`config.mk`:
```
export PLATFORM = sky130hd
export DESIGN_NAME = regfile_scoreboard
export DESIGN_NICKNAME = d
export VERILOG_FILES = /design/src/rtl/regfile_scoreboard.sv
export SDC_FILE = /design/constraint.sdc
export NUM_CORES = 2
export LEC_CHECK = 0
export CORE_ASPECT_RATIO = 0.9
export CORE_MARGIN = 1.5
export CORE_UTILIZATION = 45
export CTS_CLUSTER_DIAMETER = 120
export DETAILED_ROUTE_END_ITERATION = 10
export PLACE_DENSITY = 0.65
export RECOVER_POWER = 25
export SLEW_MARGIN = 20
export SYNTH_ARGS = -nofsm -noshare
export SYNTH_HDL_FRONTEND = slang
export SYNTH_SLANG_ARGS = --single-unit
```
`constraint.sdc`:
```
create_clock -name clk -period 5.3 [get_ports clk]
set_input_delay 0.795 -clock clk [delete_from_list [all_inputs] [get_ports clk]]
set_output_delay 0.795 -clock clk [all_outputs]
set_load 0.005 [all_outputs]
```
`src/rtl/regfile_scoreboard.sv`:
```
// Parametrised register file with per-register busy scoreboard.
// Optional write-to-read bypass enabled by defining RF_BYPASS_EN.
module regfile_scoreboard #(
  parameter int DATA_W   = 32,
  parameter int ADDR_W   = 5,
  parameter int NUM_RD   = 2,
  parameter int ZERO_REG = 1
) (
  input  logic                     clk,
  input  logic                     reset_n,
  input  logic [NUM_RD*ADDR_W-1:0] io_raddr,
  output logic [NUM_RD*DATA_W-1:0] io_rdata,
  output logic [NUM_RD-1:0]        io_rbusy,
  input  logic                     io_we,
  input  logic [ADDR_W-1:0]        io_wtaddr,
  input  logic [DATA_W-1:0]        io_wtdata,
  input  logic                     io_set_busy,
  input  logic [ADDR_W-1:0]        io_set_addr,
  output logic [ADDR_W:0]          io_busy_cnt
);

  localparam int DEPTH = 2**ADDR_W;

  logic [DATA_W-1:0] r_rf [DEPTH];
  logic [DEPTH-1:0]  r_busy;
  logic [ADDR_W:0]   r_cnt;

  logic w_wr_ok;
  logic w_set_ok;
  logic w_same;
  logic w_inc;
  logic w_dec;

  assign w_wr_ok  = reset_n && io_we &&
                    (ZERO_REG == 0 || io_wtaddr != '0);
  assign w_set_ok = reset_n && io_set_busy &&
                    (ZERO_REG == 0 || io_set_addr != '0);
  assign w_same   = io_wtaddr == io_set_addr;

  // A retiring write on a register being re-issued keeps it busy
  assign w_inc = w_set_ok && !r_busy[io_set_addr];
  assign w_dec = w_wr_ok && r_busy[io_wtaddr] &&
                 !(w_set_ok && w_same);

  always_ff @(posedge clk) begin
    if (!reset_n) begin
      r_busy <= '0;
      r_cnt  <= '0;
      for (int i = 0; i < DEPTH; i++)
        r_rf[i] <= '0;
    end else begin
      if (w_wr_ok) begin
        r_rf[io_wtaddr]   <= io_wtdata;
        r_busy[io_wtaddr] <= 1'b0;
      end
      if (w_set_ok)
        r_busy[io_set_addr] <= 1'b1;
      r_cnt <= r_cnt
             + {{ADDR_W{1'b0}}, w_inc}
             - {{ADDR_W{1'b0}}, w_dec};
    end
  end

  assign io_busy_cnt = r_cnt;

  for (genvar k = 0; k < NUM_RD; k++) begin : g_rd
    logic [ADDR_W-1:0] w_ra;
    logic [DATA_W-1:0] w_d;
    logic              w_b;

    assign w_ra = io_raddr[k*ADDR_W +: ADDR_W];

    always_comb begin
      w_d = r_rf[w_ra];
      w_b = r_busy[w_ra];
      if (ZERO_REG != 0 && w_ra == '0) begin
        w_d = '0;
        w_b = 1'b0;
      end
`ifdef RF_BYPASS_EN
      if (w_wr_ok && w_ra == io_wtaddr) begin
        w_d = io_wtdata;
        w_b = w_set_ok && w_same;
      end
`endif
      if (!reset_n)
        w_b = 1'b0;
    end

    assign io_rdata[k*DATA_W +: DATA_W] = w_d;
    assign io_rbusy[k]                  = w_b;
  end

endmodule

```
==> flow_metrics.tcl <==
set metrics [dict create \
    outcome "finished with violations" \
    violations "max-capacitance violations, max-slew violations" \
    slew_violations 437 \
    cts_hold_buffers 0 \
    synth_edf_count 1024 \
    fin_skew_ps 17.7 \
    num_rows 123 \
    grt_pass1_vias 38500 \
    worstMarginPinSlew_ps 2770 \
    rsz0062_at_grt "false" \
    htreeDepth 3 \
    drt_pass1_iterations 5 \
    cts_tree "yes" \
    ys_warn_count 0 \
    ys_seq_area_share_pct 55.1 \
    p_leak_nw 24.8 \
    place_ws_ps 23.7 \
    worstSetupPathType "input pin to flip-flop" \
    relSlewSlack_pct -84.6 \
    port_buffers 127 \
    syn_to_final_growth_pct 12.1 \
    cp_slowest_stage_delay_ps 1930 \
    layout_commonest_cell "edfxtp_1" \
    finalSetupTns_ps 0 \
    critPathMaxFanout 97 \
    hold_class "flip-flop to flip-flop" \
    synth_compound_area_share_pct 4.74 \
    internal-power_mw 15.6 \
    nets 3824 \
    die_x_um 379 \
    synth_xor_area_share_pct 0.123 \
    cpLargestDelayFamily "buffers and inverters" \
    p_comb_share_pct 13.9 \
    setup_violations 0 \
    wl_per_cell_um 36.4 \
    layout_common_cells "edfxtp_1, and3_1, mux4_2" \
    async_flop_share_pct 0 \
    core-area_mm2 0.125 \
    drc_errors 0 \
    initial_core_util_pct 45.6 \
    post-dp-hpwl_um 117000 \
    period_share_pct 97.5 \
    worst_slack_ps 133 \
    cts_made_buffers 110 \
    grt_usage_pct 30.9 \
    drt-total-wl_um 202000 \
    critPathBufInv 4 \
    gp_congestion 0.891 \
    switching_power_mw 5.40 \
    clock-sinks 1062 \
    yosys.area_share.simple_pct 12.4 \
    num_vias 39400 \
    grt_max_degree 197 \
    fp.dieH_um 341 \
    worst_setup_path_end_kind "flip-flop" \
    grt-ovfl-total 0 \
    antenna_found_initial 12 \
    netlist_area_mm2 0.0572 \
    avgSynthCellArea_um2 14.9 \
    critPathArrivalTime_ps 5560 \
    synth.area.mux_share_pct 23.0 \
    switching_share_pct 25.7 \
    die-area_mm2 0.129 \
    synth_fa_ha_area_share_pct 0.166 \
    synth_top_family_by_area "multiplexers" \
    ys_ff_latch 1062 \
    cts_root_buffer "clkbuf_16" \
    yosysUniqueCellTypes 55 \
    drive_gt1_share_pct 24.3 \
    cp.required_ps 5690 \
    cellPowerDensity_mw_per_mm2 327 \
    cp-start-kind "input pin" \
    drt_first_iter_violations 5855 \
    maxCapViolCount 8 \
    clkPwrFrac_pct 38.8 \
    clock_latency_ps 730 \
    vias_per_cell 7.11 \
    final_antenna_net_count 0 \
    grt_pass1_wl_um 286000 \
    power_frac_seq_pct 47.3 \
    synth_flop_cell "edfxtp_1" \
    fmax_mhz 194 \
    slowest_stage "clkbuf_2" \
    clkTransAtPathRegs_ps 60 \
    crit_chain "dlygate4sd3_1 -> clkbuf_1 -> nor3_2 -> clkbuf_2 -> nand2_1 -> nand2_2 -> buf_4" \
    cts_buffer_depth 3 \
    hold_viol_final 0 \
    period_needed_ps 5170 \
    syn_inst 3824 \
    irDropWorstVdd_uv 261 \
    ioPinCount 128 \
]
-- worst min-delay path, delay by kind of cell, from the launching register on --
| kind | cells | cell delay, ps |
|---|---|---|
| AOI/OAI and AO/OA | 1 | 70 |
| DFF | 1 | 350 |
| buffers and inverters | 1 | 60 |
-- worst paths after layout --
path	startpoint	to	slack [ps]	cells past startpoint
max reg2reg	r_busy[8]	io_busy_cnt[4]	2030	13
min reg2reg	r_busy[23]	r_busy[23]	530	2
min	r_busy[23]	r_busy[23]	530	2
max	io_wtaddr[0]	r_rf[12][26]	130	7
-- registers in the layout, summed over array words and instances, names as in the netlist --
signal	cells
r_rf	1024
io_busy_cnt	6
r_busy	32
-- power by group through the flow --
stage               logic (mW)  clock network [mW]  registers [mW]
finish                    2.92                8.14            9.91
CTS                       2.89                8.15            9.90
global placement          2.87                   0            10.0
detailed placement        2.88                   0            10.1
floorplan                 1.66                   0            9.98
global route              3.01                8.47            9.95
-- through the flow --
step / hold slack (ps) / std cells / power (mW) / util (%) / cell area [um^2]
2_1_floorplan: 458 / 3855 / 11.6 / - / 57300
3_3_place_gp: 509 / 5335 / 12.9 / 48.3 / 60500
3_5_place_dp: 510 / 5336 / 13.0 / 48.3 / 60500
4_1_cts: 403 / 5540 / 20.9 / 51.2 / 64200
5_1_grt: 540 / 5540 / 21.4 / 51.1 / 64100
6_report: 526 / 5543 / 21.0 / 51.1 / 64100
-- routing by layer --
layer  GRT usage [%]  vias to the layer above  part of all wire, %
met1            43.4                    20400                   38
li1                -                    15500                    -
met2            45.8                     2954                   45
met3            8.68                      504                   13
met4            11.9                       20                  4.3
met5           0.370                        -                0.088
-- area by class of cell --
type | instances | area (um^2)
Fill cell | 10300 | 61300
Sequential cell | 1062 | 31500
Multi-Input combinational cell | 2219 | 23400
Timing Repair Buffer | 321 | 3170
Clock buffer | 125 | 2830
Tap cell | 1687 | 2110
Clock inverter | 79 | 870
Inverter | 47 | 176
Antenna cell | 3 | 7.51
-- cells by family (layout without fill, tap and decap cells) --
family,Yosys count,count (layout)
other,1,35
muxes,679,679
and+or+nand+nor,1177,1177
DFF,1062,1062
AOI/OAI and AO/OA,316,316
buffers and inverters,574,572
xor gates and xnor gates,8,8
adders and majority gates,7,7
-- cells in the mapped netlist (all sizes together), types with 25 or more instances --
library cell | instances | share of area, %
a211oi | 34 | 0.45
buf | 122 | 1.4
clkbuf | 405 | 2.7
and3 | 962 | 11
o22ai | 33 | 0.36
a221oi | 34 | 0.59
mux2i | 170 | 3.0
nor3 | 41 | 0.36
dfxtp | 38 | 1.3
o221ai | 65 | 1.0
a2111oi | 37 | 0.65
a22o | 66 | 1.0
clkinv | 31 | 0.20
nand2 | 76 | 0.50
mux4 | 507 | 20
edfxtp | 1024 | 54
a32o | 25 | 0.44
and2 | 38 | 0.42
-- timing repair --
item                                    CTS  global route
endpoints found under the hold margin     0             0
resized for setup                         0             1
buffers inserted                          0             0
endpoints found under the setup margin    0             1
(Power assumes the default switching activity.)
